**src/rtl/sort_pkg.sv**
```systemverilog
// Shared definitions for the selection-sort slice: default geometry and the
// state encodings of both the front-end and the sorter controller.
package sort_pkg;

   localparam int SORT_DATA_W = 8;
   localparam int SORT_DEPTH  = 8;
   localparam int SORT_ADDR_W = 3;

   typedef enum logic [2:0] {
      FILL,
      START,
      WAIT_SORT,
      FETCH,
      LATCH,
      PRESENT,
      REARM
   } frontend_state_t;

   typedef enum logic [2:0] {
      SORT_IDLE,
      SORT_OUTER,
      SORT_SCAN,
      SORT_SWAP_RD,
      SORT_SWAP_WR,
      SORT_DONE
   } sorter_state_t;

endpackage

```
**src/rtl/sort_frontend.sv**
```systemverilog
// Front-end of the selection sorter: fills the shared value memory from an
// input stream, hands it to the sorter, then drains the sorted result.
module sort_frontend
   import sort_pkg::*;
#(
   parameter int DATA_W = SORT_DATA_W,
   parameter int DEPTH  = SORT_DEPTH,
   parameter int ADDR_W = SORT_ADDR_W
) (
   input  logic              clk,
   input  logic              reset,
   input  logic              clear,
   input  logic              in_valid,
   output logic              in_ready,
   input  logic [DATA_W-1:0] in_data,
   output logic              out_valid,
   input  logic              out_ready,
   output logic [DATA_W-1:0] out_data,
   output logic              out_last,
   output logic              mem_own,
   output logic              mem_we,
   output logic [ADDR_W-1:0] mem_addr,
   output logic [DATA_W-1:0] mem_wdata,
   output logic              mem_rd,
   input  logic [DATA_W-1:0] mem_rdata,
   output logic              sort_start,
   input  logic              sort_done,
   output logic              sort_clr,
   output logic [ADDR_W:0]   fill_count
);

   localparam logic [ADDR_W-1:0] LAST_ADDR  = ADDR_W'(DEPTH - 1);
   localparam logic [ADDR_W:0]   FULL_COUNT = (ADDR_W + 1)'(DEPTH);

   frontend_state_t r_state;
   frontend_state_t w_nextState;

   logic [ADDR_W-1:0] r_wrPtr;
   logic [ADDR_W-1:0] r_rdPtr;
   logic [ADDR_W:0]   r_fillCount;
   logic [DATA_W-1:0] r_outData;
   logic              r_outLast;

   logic w_accept;
   logic w_lastWrite;
   logic w_lastRead;

   // A write offered alongside clear is refused rather than silently lost.
   assign in_ready    = (r_state == FILL) && !clear && !reset;
   assign w_accept    = in_valid && in_ready;
   assign w_lastWrite = (r_wrPtr == LAST_ADDR);
   assign w_lastRead  = (r_rdPtr == LAST_ADDR);

   assign out_valid  = (r_state == PRESENT);
   assign out_data   = r_outData;
   assign out_last   = r_outLast;
   assign sort_start = (r_state == START);
   assign sort_clr   = (r_state == REARM);
   assign fill_count = r_fillCount;

   // The sorter owns the memory only between the start pulse and sort_done.
   assign mem_own   = (r_state != START) && (r_state != WAIT_SORT);
   assign mem_we    = w_accept;
   assign mem_rd    = (r_state == FETCH);
   assign mem_addr  = !mem_own ? '0 : ((r_state == FETCH) ? r_rdPtr : r_wrPtr);
   assign mem_wdata = mem_own ? in_data : '0;

   always_ff @(posedge clk or posedge reset) begin
      if (reset) r_state <= FILL;
      else       r_state <= w_nextState;
   end

   always_comb begin
      w_nextState = r_state;
      if (clear) begin
         w_nextState = (r_state == FILL) ? FILL : REARM;
      end else begin
         case (r_state)
            FILL:      if (w_accept && w_lastWrite) w_nextState = START;
            START:     w_nextState = WAIT_SORT;
            WAIT_SORT: if (sort_done) w_nextState = FETCH;
            FETCH:     w_nextState = LATCH;
            LATCH:     w_nextState = PRESENT;
            PRESENT:   if (out_ready) w_nextState = w_lastRead ? REARM : FETCH;
            REARM:     w_nextState = FILL;
            default:   w_nextState = FILL;
         endcase
      end
   end

   always_ff @(posedge clk or posedge reset) begin
      if (reset) begin
         r_wrPtr     <= '0;
         r_rdPtr     <= '0;
         r_fillCount <= '0;
         r_outData   <= '0;
         r_outLast   <= 1'b0;
      end else if (clear) begin
         r_wrPtr     <= '0;
         r_rdPtr     <= '0;
         r_fillCount <= '0;
      end else begin
         case (r_state)
            FILL: begin
               if (w_accept) begin
                  r_wrPtr <= r_wrPtr + 1'b1;
                  if (r_fillCount != FULL_COUNT) r_fillCount <= r_fillCount + 1'b1;
               end
            end
            WAIT_SORT: if (sort_done) r_rdPtr <= '0;
            LATCH: begin
               r_outData <= mem_rdata;
               r_outLast <= w_lastRead;
            end
            PRESENT: if (out_ready && !w_lastRead) r_rdPtr <= r_rdPtr + 1'b1;
            REARM:   r_fillCount <= '0;
            default: ;
         endcase
      end
   end

endmodule

```
**config.mk**
```make
export PLATFORM = sky130hd
export DESIGN_NAME = sort_frontend
export DESIGN_NICKNAME = d
export VERILOG_FILES = /design/src/rtl/sort_pkg.sv /design/src/rtl/sort_frontend.sv
export SDC_FILE = /design/constraint.sdc
export NUM_CORES = 1
export LEC_CHECK = 0
export CORE_AREA = 2 2 48 59
export CTS_CLUSTER_DIAMETER = 30
export CTS_CLUSTER_SIZE = 28
export DETAILED_ROUTE_END_ITERATION = 12
export DIE_AREA = 0 0 50 61
export DONT_BUFFER_PORTS = 1
export GPL_TIMING_DRIVEN = 1
export PLACE_DENSITY = 0.81
export SLEW_MARGIN = 10
export SYNTH_ARGS = -nofsm -noshare
export SYNTH_HDL_FRONTEND = slang
export SYNTH_SLANG_ARGS = --single-unit
export TNS_END_PERCENT = 30
```
**constraint.sdc**
```tcl
create_clock -name clk -period 2.85 [get_ports clk]
set_clock_uncertainty 0.15 [all_clocks]
set_input_delay 0.57 -clock clk [delete_from_list [all_inputs] [get_ports clk]]
set_output_delay 0.57 -clock clk [all_outputs]
set_load 0.03 [all_outputs]
```
Word-level counts from Yosys, hierarchy flattened
Index checks and enable logic that the tools add are counted.
Widths: inputs -> output; s select.
- bits of input ports: 22
- word-level logic and storage cells: 67
- flip-flop bits (word level): 22
- output and inout bits: 31
- reduce and logical (&&, ||, !) cells: 19
- bitwise gates (word level): 1
- add/subtract/negate cells: 3
- mux-type cells: 21
- equality and inequality tests: 17
- operators with widths (cell ; number):
    $mux 3 ; 14
    $pmux 3 s6 ; 1
    $eq 3x3->1 const B ; 5
    $ne 3x2->1 const B ; 5
    $mux 4 ; 3
    $reduce_and 3->1 ; 3
    $mux 8 ; 1
    $pmux 4 s2 ; 1
    $add 3x1->3 const B ; 2
    $eq 3x2->1 const B ; 2
    $logic_and 1x1->1 ; 6
    $ne 3x3->1 const B ; 2
    $pmux 3 s2 ; 1
    $reduce_bool 3->1 ; 2
    $add 4x1->4 const B ; 1
    $ne 4x4->1 const B ; 1
    $reduce_and 2->1 ; 2
    $reduce_bool 2->1 ; 2
    $eq 3x1->1 const B ; 1
    $logic_not 1->1 ; 3
    $logic_not 3->1 ; 1
    $ne 3x1->1 const B ; 1
    $not 1->1 ; 1

Longest topological paths before layout
- depth after elaboration: 8
- depth in mapped cells: 6
- gate-level depth less buffers: 6

Worst setup path before layout
OpenSTA, ideal clock, no wires.
- path type: reg2out
- start point: register r_state[0]
- end point: output in_ready
- stages on the path, launching flop included: 4
- data required time: 2.130 ns
- data arrival time: 1.496 ns
- buffers on the path: 1
- path slack: 0.634 ns
- path through: dfrtp_1 buf_6 or4_4 nor2_1
- longest elaborated chain between the ends: 3
- ends and longest elaborated chain (item ; RTL line ; text):
    start: declaration ; sort_frontend.sv:35 ; frontend_state_t r_state;
    start signal: assignment ; sort_frontend.sv:70 ; else r_state <= w_nextState;
    $logic_not 3->1 ; sort_frontend.sv:49 ; assign in_ready = (r_state == FILL) && !clear && !reset;
    $logic_and 1x1->1 (2 in series) ; sort_frontend.sv:49 ;
    end: declaration ; sort_frontend.sv:14 ; output logic in_ready,
No other way between the ends.

Worst setup path after layout
- start point: register r_state[1]
- end point: output mem_wdata[4]
- longest elaborated chain between the ends: 3
- elaborated cells between the ends (all ways): 4
- classes of those cells: 2 x eq/ne; 1 x mux; 1 x reduce/logical
- ends and longest elaborated chain (item ; RTL line ; text):
    $ne 3x1->1 or $ne 3x2->1 (tied branches) ; sort_frontend.sv:62 ; assign mem_own = (r_state != START) && (r_state != WAIT_SORT);
    $logic_and 1x1->1 * ; sort_frontend.sv:62 ;
    $mux 8 * ; sort_frontend.sv:66 ; assign mem_wdata = mem_own ? in_data : '0;
    end: declaration ; sort_frontend.sv:23 ; output logic [DATA_W-1:0] mem_wdata,
Every way passes the cells marked *; elsewhere a longest branch is shown, timed or not.

==> results.yml <==
outcome:
  outcome: "complete, no violations"
final_layout:
  fin_util_pct: 58.4
  fin_area_um2: 1450
  n_fill_cell: 214
  area_delta_synth_final_pct: 8.44
  antenna_cells: 0
  fin_nets: 174
  regArea_um2: 551
  multi_input_area_um2: 706
  final_layout_size_suffix_gt1_share_pct: 17.9
pwr:
  power_density_nw_per_um2: 1030
  peakVddDrop_v: 0.000621
  p_leak_nw: 0.688
  p_total_mw: 1.49
critical_path:
  worstPathRequired_ns: 2.13
  r2r_end: "r_rdPtr[0]"
  cp_slowest_cell: "dfrtp_1"
  endpoint_kind: "primary output"
  max_stage_delay_ns: 0.72
  worstSetupPathType: "flip-flop to primary output"
  start_kind: "flip-flop"
  arrival_ns: 1.99
  critical_path.cell_chain: "or2b_1, a21oi_1, buf_4, nor2b_1"
  reg2regPathDepth: 5
  worstSetupStartpoint: "r_state[1]"
  ff2ff_setup_slack_ns: 0.78
  rr_startpoint: "r_state[1]"
  path_max_fanout: 17
detailed_routing:
  drtPass1Iterations: 4
  post_drt_wl_per_cell_um: 15.9
  num_vias: 1038
  drc: 0
  drtIter0Drc: 15
  routed_via_density: 5.83
  routed_wl_mm: 2.83
  drtAntennaViolNets: 0
sta:
  timing.final.ws_setup_ns: 0.138
  finalMaxSlewViolations: 0
  slew_headroom_pct: 45.5
  clock.fmax_ghz: 0.369
  setup_viol: 0
  hold_viol: 0
  period_share_pct: 95.1
  rsz0062_at_grt: "false"
  tightestPinTransition_ns: 0.817
  fin_crit_ns: 2.71
  fin_setup_tns_ns: 0
yosys:
  synth_ff_type: "dfrtp_1"
  yosysTopAreaCellShare_pct: 41.2
  synthArstFlopShare_pct: 100
  synth_edf_count: 0
  synth_seq_cells: 22
  synth_cells: 140
  avgSynthCellArea_um2: 9.54
  syn-cell-area_um2: 1340
  netlist_top_cells_area: "dfrtp_1 41%, mux2_2 7.6%, ha_1 5.6%, nor2b_1 5.2%, a21oi_1 4.5%"
  ys_warn_count: 0
  syn-num-nets: 168
  seq_area_frac_synth_pct: 41.2
  yosys.area.top_type: "dfrtp_1"
  yosysUniqueCellTypes: 35
clock_tree:
  cts_resized: 0
  cts_setup_buffers: 0
  clock_latency_ns: 0.30
  cts_made_buffers: 3
  cts.sinks: 22
  htreeDepth: 1
  clockRootBuffer: "clkbuf_4"
  hold_buffers: 0
  cts_tree: "yes"
  clkSlewWorstSetupHoldPaths_ns: 0.13
  cts_buffer_depth: 2
place:
  gp_congestion: 0.798
  dpl_cell_area_um2: 1400
  post-place-ws_ns: 0.505
  dpl.hpwl_mm: 2.14
  numPortBuffers: 0
global_route:
  grt_pass1_vias: 1013
  grt_pass1_wl_mm: 4.38
  track_usage_pct: 18.8
  gr-total-overflow: 0
  grt_max_degree: 23
  antenna_found_initial: 0
hold_path:
  worstHoldPathType: "input pin to async pin"
die:
  die_w_um: 50
  rows: 20
  fp.dieArea_um2: 3050
  initial_core_util_pct: 53.9
  core_area_um2: 2480
  io_pins: 53
  dieHeight_um: 61
job:
  maxCapViolCount: 0
==> placed cells by master (no fill, tap or decap), drive strengths merged, types with 3 or more instances in the layout <==
cell,Yosys,final
a21oi,12,12
buf,3,7
clkbuf,3,3
dfrtp,22,22
ha,6,6
inv,12,12
mux2,9,9
mux2i,4,4
nand2,10,10
nand3,6,6
nor2,8,8
nor2b,11,11
o21ai,10,10
==> worst max-delay path by stage <==
stage	slack [ns]	endpoint	cells past startpoint
finish	0.14	mem_wdata[4]	4
CTS	0.15	mem_wdata[4]	4
floorplan	0.63	in_ready	3
global placement	0.59	mem_wdata[6]	4
detailed placement	0.50	mem_wdata[4]	4
global route	0.01	mem_wdata[4]	4
==> cells by family after synthesis <==
logic type | count (synthesis) | share of synthesized area, %
xor gates and xnor gates | 2 | 1.31
muxes | 13 | 10.6
and+or+nand+nor | 50 | 22.7
buffers and inverters | 18 | 5.90
AOI/OAI and AO/OA | 29 | 12.7
adders and majority gates | 6 | 5.62
DFF | 22 | 41.2
==> layout make-up <==
cell class,instances,share of cell area [%]
Clock buffer,3,1.56
Clock inverter,1,2.07
Timing Repair Buffer,7,3.63
Tap cell,33,2.85
Multi-Input combinational cell,100,48.7
Inverter,12,3.11
Sequential cell,22,38.0
==> per-layer routing <==
metal	vias up	wire length [um]	global-route usage (%)	part of all wire, %
met4	0	10	4.76	0.35
met3	2	156	5.17	5.5
li1	492	-	-	-
met5	-	0	0	0
met2	33	1520	34.0	54
met1	511	1140	22.2	40
==> through the flow <==
stage / hold slack, ns / cells
floorplan: 0.367 / 140
global placement: 0.398 / 174
detailed placement: 0.410 / 174
CTS: 0.152 / 178
global route: 0.146 / 178
finish: 0.144 / 178
==> synthesized netlist by cell type, types with 4 or more instances <==
| master | number |
|---|---|
| a21oi_1 | 12 |
| dfrtp_1 | 22 |
| ha_1 | 6 |
| inv_1 | 12 |
| mux2_2 | 9 |
| mux2i_1 | 4 |
| nand2_1 | 10 |
| nand3_1 | 6 |
| nor2_1 | 8 |
| nor2b_1 | 11 |
| o21ai_0 | 10 |
==> where the power goes <==
group          internal [mW]  switching [mW]  total [mW]
Clock                  0.142          0.0980       0.240
Sequential             0.395           0.267       0.662
Combinational          0.216           0.375       0.592
Total                  0.753           0.740        1.49
==> state kept, by name, indices dropped and copies added, names as in the netlist <==
signal and cells:
fill_count 4, out_data 8, out_last 1, r_rdPtr 3
r_state 3, r_wrPtr 3
==> worst max-delay path: cells and delay by family (launching register included) <==
| family | cells | cell delay [ns] |
|---|---|---|
| and+or+nand+nor | 2 | 0.70 |
| buffers and inverters | 1 | 0.19 |
| AOI/OAI and AO/OA | 1 | 0.07 |
| DFF | 1 | 0.72 |
(Power assumes the default switching activity.)
